**config.mk**
```make
export PLATFORM = sky130hd
export DESIGN_NAME = alu_pipe
export DESIGN_NICKNAME = d
export VERILOG_FILES = /design/src/rtl/alu_pkg.sv /design/src/rtl/alu_core.sv /design/src/rtl/alu_pipe.sv
export SDC_FILE = /design/constraint.sdc
export NUM_CORES = 1
export LEC_CHECK = 0
export CAP_MARGIN = 20
export CELL_PAD_IN_SITES_DETAIL_PLACEMENT = 0
export CELL_PAD_IN_SITES_GLOBAL_PLACEMENT = 1
export CORE_MARGIN = 10
export CORE_UTILIZATION = 40
export DETAILED_ROUTE_END_ITERATION = 7
export GPL_ROUTABILITY_DRIVEN = 0
export GPL_TIMING_DRIVEN = 0
export PLACE_DENSITY = 0.8
export SYNTH_ARGS = -nofsm -noshare
export SYNTH_HDL_FRONTEND = slang
export SYNTH_SLANG_ARGS = --single-unit
```
**constraint.sdc**
```tcl
create_clock -name clk -period 5.9 [get_ports clk]
set_input_delay 0.59 -clock clk [delete_from_list [all_inputs] [get_ports clk]]
set_output_delay 0.59 -clock clk [all_outputs]
set_load 0.02 [all_outputs]
```
**src/rtl/alu_pkg.sv**
```systemverilog
`default_nettype none
// ============================================================================
//  Module      : alu_pkg
//  Description : Shared constants for the pipelined Y86-64 execute-stage ALU:
//                OPq function encodings, condition-code bit positions and the
//                condition-code reset value.
//  Revision    : 1.0 - initial release
// ============================================================================
package alu_pkg;

    typedef logic [1:0] alu_op_t;

    // Y86 OPq function codes (ifun field)
    localparam alu_op_t ALU_ADD = 2'd0;
    localparam alu_op_t ALU_SUB = 2'd1;
    localparam alu_op_t ALU_AND = 2'd2;
    localparam alu_op_t ALU_XOR = 2'd3;

    // Bit positions inside a {ZF, SF, OF} flag vector
    localparam int CC_ZF = 2;
    localparam int CC_SF = 1;
    localparam int CC_OF = 0;

    // Architectural CC after reset: ZF set, SF/OF clear
    localparam logic [2:0] CC_RESET = 3'b100;

endpackage : alu_pkg
`default_nettype wire

```
**src/rtl/alu_core.sv**
```systemverilog
`default_nettype none
// ============================================================================
//  Module      : alu_core
//  Description : Combinational Y86 OPq function unit. Computes B op A modulo
//                2^W and the {ZF, SF, OF} flags of that result.
//  Ports       : i_op     - function code (ADD/SUB/AND/XOR)
//                i_a      - valA
//                i_b      - valB
//                o_result - B op A
//                o_flags  - {ZF, SF, OF} of o_result
//  Revision    : 1.0 - initial release
// ============================================================================
module alu_core
    import alu_pkg::*;
#(
    parameter int W = 64
) (
    input  logic [1:0]   i_op,
    input  logic [W-1:0] i_a,
    input  logic [W-1:0] i_b,
    output logic [W-1:0] o_result,
    output logic [2:0]   o_flags
);

    logic [W-1:0] w_res;
    logic         w_of;

    always_comb begin
        w_res = '0;
        w_of  = 1'b0;
        case (i_op)
            ALU_ADD: begin
                w_res = i_b + i_a;
                // Like-signed operands producing a result of the other sign
                w_of  = (i_a[W-1] == i_b[W-1]) && (w_res[W-1] != i_b[W-1]);
            end
            ALU_SUB: begin
                w_res = i_b - i_a;
                // B - A overflows only when the operand signs differ
                w_of  = (i_a[W-1] != i_b[W-1]) && (w_res[W-1] != i_b[W-1]);
            end
            ALU_AND: w_res = i_b & i_a;
            ALU_XOR: w_res = i_b ^ i_a;
            default: w_res = '0;
        endcase
    end

    assign o_result       = w_res;
    assign o_flags[CC_ZF] = (w_res == '0);
    assign o_flags[CC_SF] = w_res[W-1];
    assign o_flags[CC_OF] = w_of;

endmodule : alu_core
`default_nettype wire

```
**src/rtl/alu_pipe.sv**
```systemverilog
`default_nettype none
// ============================================================================
//  Module      : alu_pipe
//  Description : Pipelined Y86-64 execute-stage ALU. The result is computed
//                combinationally at the input and captured in stage 1; later
//                stages only delay. Each stage has its own valid bit so that
//                bubbles collapse under back-pressure. The architectural CC
//                register updates only when a flagged operation retires.
//  Ports       : clk, rst_n            - clock, async active-low reset
//                flush                 - synchronous kill of in-flight ops
//                in_valid/in_ready     - input handshake
//                in_op, in_a, in_b     - function code, valA, valB
//                in_set_cc, in_tag     - CC-update request, sideband tag
//                out_valid/out_ready   - output handshake (retire)
//                out_result, out_tag   - result and tag of the oldest op
//                out_flags             - {ZF, SF, OF} of out_result
//                cc                    - architectural {ZF, SF, OF}
//  Revision    : 1.0 - initial release
// ============================================================================
module alu_pipe
    import alu_pkg::*;
#(
    parameter int W      = 64,
    parameter int STAGES = 2,
    parameter int TAG_W  = 4
) (
    input  logic             clk,
    input  logic             rst_n,
    input  logic             flush,
    input  logic             in_valid,
    output logic             in_ready,
    input  logic [1:0]       in_op,
    input  logic [W-1:0]     in_a,
    input  logic [W-1:0]     in_b,
    input  logic             in_set_cc,
    input  logic [TAG_W-1:0] in_tag,
    output logic             out_valid,
    input  logic             out_ready,
    output logic [W-1:0]     out_result,
    output logic [TAG_W-1:0] out_tag,
    output logic [2:0]       out_flags,
    output logic [2:0]       cc
);

    localparam int LAST = STAGES - 1;

    logic [W-1:0]                  w_core_result;
    logic [2:0]                    w_core_flags;
    logic                          w_accept;
    logic                          w_retire;
    logic [STAGES-1:0]             w_load;
    logic [STAGES-1:0]             w_valid;
    logic [STAGES-1:0]             w_set_cc;
    logic [STAGES-1:0][W-1:0]      w_result;
    logic [STAGES-1:0][2:0]        w_flags;
    logic [STAGES-1:0][TAG_W-1:0]  w_tag;
    logic [2:0]                    r_cc;

    alu_core #(
        .W (W)
    ) u_core (
        .i_op     (in_op),
        .i_a      (in_a),
        .i_b      (in_b),
        .o_result (w_core_result),
        .o_flags  (w_core_flags)
    );

    // Load chain from the output backwards: a stage may take new contents
    // when it is empty or when its downstream neighbour is taking its own.
    always_comb begin
        logic l_load;
        l_load       = !w_valid[LAST] || out_ready;
        w_load[LAST] = l_load;
        for (int i = LAST - 1; i >= 0; i--) begin
            l_load    = !w_valid[i] || l_load;
            w_load[i] = l_load;
        end
    end

    // rst_n gates in_ready so nothing is handshaken while reset is held
    assign in_ready = rst_n && !flush && w_load[0];
    assign w_accept = in_valid && in_ready;
    assign w_retire = w_valid[LAST] && out_ready;

    for (genvar gi = 0; gi < STAGES; gi++) begin : g_stage
        logic             r_v;
        logic             r_sc;
        logic [W-1:0]     r_res;
        logic [2:0]       r_fl;
        logic [TAG_W-1:0] r_tg;
        logic             w_up_v;
        logic             w_up_sc;
        logic [W-1:0]     w_up_res;
        logic [2:0]       w_up_fl;
        logic [TAG_W-1:0] w_up_tg;

        if (gi == 0) begin : g_head
            assign w_up_v   = w_accept;
            assign w_up_sc  = in_set_cc;
            assign w_up_res = w_core_result;
            assign w_up_fl  = w_core_flags;
            assign w_up_tg  = in_tag;
        end else begin : g_body
            assign w_up_v   = w_valid[gi-1];
            assign w_up_sc  = w_set_cc[gi-1];
            assign w_up_res = w_result[gi-1];
            assign w_up_fl  = w_flags[gi-1];
            assign w_up_tg  = w_tag[gi-1];
        end

        always_ff @(posedge clk or negedge rst_n) begin
            if (!rst_n) begin
                r_v   <= 1'b0;
                r_sc  <= 1'b0;
                r_res <= '0;
                r_fl  <= '0;
                r_tg  <= '0;
            end else begin
                if (flush) begin
                    r_v <= 1'b0;
                end else if (w_load[gi]) begin
                    r_v <= w_up_v;
                end
                // Payload only moves with real data, so a held output and
                // drained bubbles never disturb the visible fields.
                if (w_load[gi] && w_up_v) begin
                    r_sc  <= w_up_sc;
                    r_res <= w_up_res;
                    r_fl  <= w_up_fl;
                    r_tg  <= w_up_tg;
                end
            end
        end

        assign w_valid[gi]  = r_v;
        assign w_set_cc[gi] = r_sc;
        assign w_result[gi] = r_res;
        assign w_flags[gi]  = r_fl;
        assign w_tag[gi]    = r_tg;
    end

    // CC follows retirement (not issue), so it stays in program order and a
    // retire coinciding with a flush still commits.
    always_ff @(posedge clk or negedge rst_n) begin
        if (!rst_n) begin
            r_cc <= CC_RESET;
        end else if (w_retire && w_set_cc[LAST]) begin
            r_cc <= w_flags[LAST];
        end
    end

    assign out_valid  = w_valid[LAST];
    assign out_result = w_result[LAST];
    assign out_tag    = w_tag[LAST];
    assign out_flags  = w_flags[LAST];
    assign cc         = r_cc;

endmodule : alu_pipe
`default_nettype wire

```
==> flow_metrics.py, run 1 <==
metrics = {
    "finish": {
        "areaGrowthSynthToFinish_pct": 21.67,
        "drive_gt1_share_pct": 8.957,
        "fin_nets": 2568,
        "final_util_pct": 49.02,
    },
    "timing": {
        "tightest_slew_ns": 1.231,
        "layout_setup_ws_ns": 0.3786,
        "report.final.slew_viol_count": 0,
        "slew_headroom_pct": 17.65,
        "timing.final.crit_share_pct": 93.58,
        "layout_min_cycle_time_ns": 5.521,
        "timing.hold.ws_ns": 0.1954,
        "fmax_mhz": 181.1,
        "hold_violations": 0,
        "setup_viol": 0,
        "skew_ns": 0.01038,
        "rsz0062_at_grt": "false",
    },
    "synth": {
        "seq_area_frac_synth_pct": 23.09,
        "synth_top_family_by_area": "compound AO/OA/AOI/OAI gates",
        "ys_seq_elements": 147,
        "synth_cell_type_count": 99,
        "synth-compound-area-share_pct": 29.40,
        "yosys.area_share.xor_xnor_pct": 1.319,
        "synth_most_common_cell": "nand2_1",
        "yosys-top-cells-area": "dfrtp_1 23%, ha_1 10%, mux2_2 7.2%",
        "syn_area_um2": 15930,
        "netlist_instances": 2063,
        "synthMuxAreaShare_pct": 8.465,
        "synth_top_area_cell": "dfrtp_1",
        "syn_area_per_cell_um2": 7.724,
        "yosysTopAreaCellShare_pct": 22.93,
        "synthAdderAreaFrac_pct": 10.30,
        "netlist_top_cells_count": "206 x nand2_1, 185 x a21oi_1, 158 x nor2_1",
        "synthesis.nets": 2333,
        "yosys.area_share.simple_pct": 20.48,
        "synthFlopType": "dfrtp_1",
        "yosysWarnings": 0,
        "synthArstFlopShare_pct": 100.0,
        "synth_edf_count": 0,
    },
    "min_path": {
        "hp-class": "in2async",
    },
    "cts": {
        "htree_levels": 4,
        "clock_latency_ns": 0.42,
        "cts.sinks": 147,
        "cts_tree": "done",
        "clockRootBuffer": "clkbuf_16",
        "postCtsHoldBufs": 0,
        "cts_repair_resize_count": 0,
        "post_cts_buffers": 0,
        "cts_inserted_buffers": 17,
        "clkTransAtPathRegs_ns": 0.06,
        "cts_buffer_depth": 2,
    },
    "critical_path": {
        "cp_cell_sequence": "clkbuf_1, buf_2, clkbuf_1, buf_1, clkbuf_1, o21ai_0, a31oi_1, nand3_1, nor4_1, nand4_1, nor4_2, nand4_1, o21ai_1",
        "crit_path_max_incr_delay_ns": 0.95,
        "crit_type": "in2reg",
        "r2r_start": "out_valid",
        "reg2reg_depth": 12,
        "crit_fanout": 10,
        "crit_start": "in_op[0]",
        "cp-end-kind": "flop",
        "slowest_stage": "clkbuf_1",
        "cp.required_ns": 6.25,
        "arrival_ns": 5.87,
        "r2r_slack_ns": 2.88,
        "cp_common_cell": "clkbuf_1",
        "start_kind": "primary input",
        "r2r-end": "g_stage[0].r_fl[2]",
    },
    "floorplan": {
        "die_h_um": 219.6,
        "coreArea_um2": 39550,
        "start_util_pct": 40.29,
        "die_area_um2": 48220,
        "pin_count": 216,
        "num_rows": 73,
        "die_w_um": 219.6,
    },
    "power": {
        "p_int_uw": 2948,
        "swShare_pct": 41.31,
        "pwr-share-comb_pct": 47.6,
        "power_density_nw_per_um2": 259.1,
        "ir_drop_v": 0.0002282,
        "p_seq_share_pct": 29.8,
        "p_leak_uw": 0.008056,
        "clkPwrFrac_pct": 22.6,
        "p_sw_uw": 2075,
    },
    "grt": {
        "grt_antenna_before_repair": 2,
        "grt_use_total_pct": 28.04,
        "grt_overflow": 0,
        "grt_max_degree": 76,
        "grt_pass1_vias": 17105,
        "grt_pass1_wl_um": 105500,
    },
    "drt": {
        "vias": 18073,
        "drtPass1Iterations": 6,
        "drt_iter0_markers": 2813,
        "wl_um": 70730,
        "vias_per_cell": 6.370,
        "drc_errors": 0,
        "postRouteAntennaNets": 0,
        "post_drt_wl_per_cell_um": 24.93,
    },
    "flow_run": {
        "maxCapViolations": 0,
    },
    "placed_design": {
        "place_hpwl_um": 56220,
        "place_ws_ns": 0.3365,
        "portBuffers": 213,
    },
    "outcome": {
        "outcome": "completed",
    },
}
-- power groups by stage --
stage	sequential (uW)	clock, uW	combinational, uW
floorplan	1650	0	1140
global placement	1500	0	2290
detailed placement	1510	0	2320
CTS	1490	1140	2340
global route	1520	1190	2540
finish	1500	1140	2390
-- how the worst max path moves through the flow --
stage                     cells after the start  slack, ns                 end
after CTS                                    17       0.76  g_stage[0].r_fl[2]
after global placement                       11      -2.80  g_stage[0].r_fl[2]
after floorplan                              16       2.18  g_stage[0].r_fl[2]
after global routing                         17       0.40  g_stage[0].r_fl[2]
after detailed placement                     17       0.34  g_stage[0].r_fl[2]
final                                        13       0.38  g_stage[0].r_fl[2]
-- cell type report --
class                      instances  area (um2)
tap                              525       656.9
antenna                            1       2.502
clock buffer                      17       425.4
multi-input combinational       1641       11150
inverter                         143       536.8
buffer                           132       569.3
clock inverter                    15       197.7
sequential                       147        3680
timing repair buffer             216        2171
fill                            3880       20160
-- critical path: cells and delay by family --
family | cells | cell delay [ns]
AO/OA/AOI/OAI | 3 | 0.59
buffers and inverters | 5 | 3.26
AND/OR/NAND/NOR | 5 | 1.39
-- state kept, by name, indices dropped and copies added (netlist names) --
signal	flops
g_stage.r_res	63
out_result	63
g_stage.r_tg	4
out_tag	4
cc	3
g_stage.r_fl	3
out_flags	3
g_stage.r_sc	2
g_stage.r_v	1
out_valid	1
-- through the flow --
stage          TNS, ns  cells  area [um2]  power [uW]
2_1_floorplan        0   2063       15930        2793
3_3_place_gp   -360.17   2801       18720        3789
3_5_place_dp         0   2803       18760        3837
4_1_cts              0   2835       19380        4975
5_1_grt              0   2836       19380        5251
6_report             0   2837       19390        5024
-- logic make-up (layout without fill, tap and decap cells) --
kind of cell / after synthesis / count (layout)
other: 0 / 1
adders and majority gates: 130 / 130
muxes: 122 / 122
and+or+nand+nor: 665 / 665
buffers and inverters: 275 / 523
AOI/OAI and AO/OA: 700 / 700
DFF: 147 / 147
xor gates and xnor gates: 24 / 24
-- placed cells by master, fill, tap and decap left out, types with 14 or more instances in the layout --
cell / n
o211ai_1: 28
mux2i_1: 20
ha_1: 128
dfrtp_1: 146
o21bai_1: 21
a211oi_1: 28
a31oi_1: 28
nor2_1: 158
nand4_1: 45
clkbuf_16: 17
a21o_1: 27
o221ai_1: 17
inv_1: 139
o21ai_0: 148
nand2b_1: 14
mux2_2: 102
nand2_1: 206
nor4_1: 36
o21a_1: 17
clkbuf_1: 92
nor3_1: 65
xnor2_1: 23
buf_2: 20
o31ai_1: 38
clkdlybuf4s50_1: 212
a21oi_1: 185
nand3_1: 49
nor2b_1: 21
-- per-layer routing --
layer  share of wire [%]  GRT usage [%]  up-vias
li1                    -              -     8125
met1                  42          38.21     8559
met2                  43          42.93     1170
met3                  12          6.458      217
met4                 3.6          9.222        2
met5               0.018              0        -
Note: power is estimated with default switching activity, not from simulation.
==> run 2: changes to the inputs <==
--- a/config.mk
+++ b/config.mk
@@ -9,11 +9,11 @@
 export CELL_PAD_IN_SITES_DETAIL_PLACEMENT = 0
 export CELL_PAD_IN_SITES_GLOBAL_PLACEMENT = 1
 export CORE_MARGIN = 10
-export CORE_UTILIZATION = 40
+export CORE_UTILIZATION = 38
 export DETAILED_ROUTE_END_ITERATION = 7
 export GPL_ROUTABILITY_DRIVEN = 0
 export GPL_TIMING_DRIVEN = 0
-export PLACE_DENSITY = 0.8
+export PLACE_DENSITY = 0.77
 export SYNTH_ARGS = -nofsm -noshare
 export SYNTH_HDL_FRONTEND = slang
 export SYNTH_SLANG_ARGS = --single-unit
==> run 2 against run 1 <==
  * Critical path depth stayed put
  * Critical endpoint unchanged
  * Largest power group unchanged
  * Sequential cell count did not move
  * Core utilization down 1.9 points
  * Clock power is 6% lower
  * Clock-buffer cell count is the same
==> flow_metrics.py, run 2 (same netlist as run 1, synthesis figures left out) <==
metrics = {
    "critical_path": {
        "crit_fanout": 11,
        "crit_path_max_incr_delay_ns": 0.96,
        "slowest_stage": "clkbuf_1",
        "start_kind": "primary input",
        "cp_common_cell": "clkbuf_1",
        "crit_type": "in2reg",
        "cp_cell_sequence": "clkbuf_1, buf_2, clkbuf_1, buf_1, clkbuf_1, o21ai_0, a31oi_1, nand3_1, nor4_1, nand4_1, nor4_2, nand4_1, o21ai_1",
        "cp-end-kind": "flop",
        "arrival_ns": 5.89,
        "cp.required_ns": 6.25,
    },
    "power": {
        "ir_drop_v": 0.0002020,
        "p_sw_uw": 2095,
        "p_seq_share_pct": 30.2,
        "clkPwrFrac_pct": 21.6,
        "p_leak_uw": 0.008049,
        "swShare_pct": 42.18,
        "p_int_uw": 2871,
        "power_density_nw_per_um2": 256.3,
        "pwr-share-comb_pct": 48.2,
    },
    "cts": {
        "clkTransAtPathRegs_ns": 0.06,
        "cts_tree": "done",
        "cts.sinks": 147,
        "htree_levels": 4,
        "cts_repair_resize_count": 0,
        "cts_buffer_depth": 2,
        "postCtsHoldBufs": 0,
        "clock_latency_ns": 0.42,
        "cts_inserted_buffers": 17,
        "post_cts_buffers": 0,
        "clockRootBuffer": "clkbuf_16",
    },
    "drt": {
        "vias": 18092,
        "post_drt_wl_per_cell_um": 25.24,
        "wl_met2_um": 30890,
        "vias_per_cell": 6.359,
        "met3RoutedLength_um": 8734,
        "drtPass1Iterations": 6,
        "wl_um": 71820,
        "drt_iter0_markers": 2492,
        "highest-signal-layer": "met4",
        "drc_errors": 0,
        "drt-met1-wl_um": 29800,
        "postRouteAntennaNets": 0,
    },
    "floorplan": {
        "die_area_um2": 50520,
        "die_w_um": 224.8,
        "coreArea_um2": 41110,
        "die_h_um": 224.8,
        "pin_count": 216,
        "num_rows": 74,
        "start_util_pct": 38.76,
    },
    "timing": {
        "rsz0062_at_grt": "false",
        "setup_viol": 0,
        "fmax_mhz": 180.4,
        "slew_headroom_pct": 19.39,
        "skew_ns": 0.01177,
        "report.final.slew_viol_count": 0,
        "fin_setup_tns_ns": 0,
        "layout_min_cycle_time_ns": 5.542,
        "tightest_slew_ns": 1.209,
        "hold_violations": 0,
        "timing.final.crit_share_pct": 93.93,
    },
    "grt": {
        "grt_overflow": 0,
        "grt_use_total_pct": 27.51,
        "grt_pass1_wl_um": 108500,
        "grt_antenna_before_repair": 2,
        "grt_max_degree": 96,
        "grt_pass1_vias": 17478,
    },
    "outcome": {
        "outcome": "completed",
    },
    "placed_design": {
        "portBuffers": 213,
        "place_hpwl_um": 57070,
        "place_area_um2": 18780,
    },
    "flow_run": {
        "maxCapViolations": 0,
    },
    "finish": {
        "multi_input_area_um2": 11150,
        "regArea_um2": 3680,
        "final_cell_mix": "212 x clkdlybuf4s50_1, 206 x nand2_1, 185 x a21oi_1",
        "final_area_um2": 19370,
        "drive_gt1_share_pct": 8.957,
        "areaGrowthSynthToFinish_pct": 21.59,
        "fin_nets": 2568,
        "final_common_cell": "clkdlybuf4s50_1",
        "fill_cells": 4161,
    },
    "min_path": {
        "hp-class": "in2async",
    },
}
[run 2: changes by cell type in the layout (fill, tap and decap cells not counted), sizes merged]
cell	change
bufinv	-2
clkinv	+2
clkinvlp	-2
inv	+2
clkbuf	-1
clkdlybuf4s18	+1
diode	+1
[run 2: path summary, 6_finish.rpt]
kind / startpoint / endpoint / slack, ns / depth (start not counted)
worst max-delay path: in_op[0] / g_stage[0].r_fl[2] / 0.36 / 13
worst max register to register: out_valid / g_stage[0].r_fl[2] / 2.79 / 12
worst min-delay path: rst_n / cc[1] / 0.27 / 1
min in group clk: g_stage[0].r_tg[0] / g_stage[0].r_tg[0] / 0.47 / 2
worst min register to register: g_stage[0].r_tg[0] / g_stage[0].r_tg[0] / 0.47 / 2
max in group asynchronous: rst_n / g_stage[0].r_res[55] / 4.87 / 2
[run 2: critical path, delay by kind of cell]
kind / cells / cell delay [ns]
buffers and inverters: 5 / 3.30
AND/OR/NAND/NOR: 5 / 1.40
AO/OA/AOI/OAI: 3 / 0.57
[run 2: layout make-up]
cell class	instances	share of cell area, %
clock inverters	15	0.8525
well taps	532	3.436
diodes	2	0.02583
repair buffers	216	11.24
inverters	143	2.771
flip-flops and latches	147	18.99
multi-input cells	1641	57.54
clock buffers	17	2.196
plain buffers	132	2.939
[run 2: stage by stage]
step | power, uW | worst slack (ns) | instances | hold WS (ns) | util [%]
after floorplan | 2793 | 2.179 | 2063 | 0.2944 | -
after global placement | 3794 | -2.817 | 2808 | 0.4566 | 45.57
after detailed placement | 3845 | 0.2594 | 2811 | 0.4625 | 45.68
after CTS | 4918 | 0.6610 | 2843 | 0.3007 | 47.11
after global routing | 5209 | 0.2608 | 2844 | 0.3324 | 47.12
final | 4966 | 0.3581 | 2845 | 0.2721 | 47.13
[run 2: power groups by stage]
stage | Combinational, uW | Clock [uW] | Sequential (uW)
2_1_floorplan | 1140 | 0 | 1650
3_3_place_gp | 2300 | 0 | 1500
3_5_place_dp | 2330 | 0 | 1510
4_1_cts | 2340 | 1080 | 1500
5_1_grt | 2550 | 1130 | 1540
6_report | 2390 | 1070 | 1500
[run 2: per-layer routing]
layer  vias up  track usage [%]
li1       8118                -
met2      1237            42.83
met3       179            6.298
met5         -                0
met4         0            8.555
met1      8558            37.07
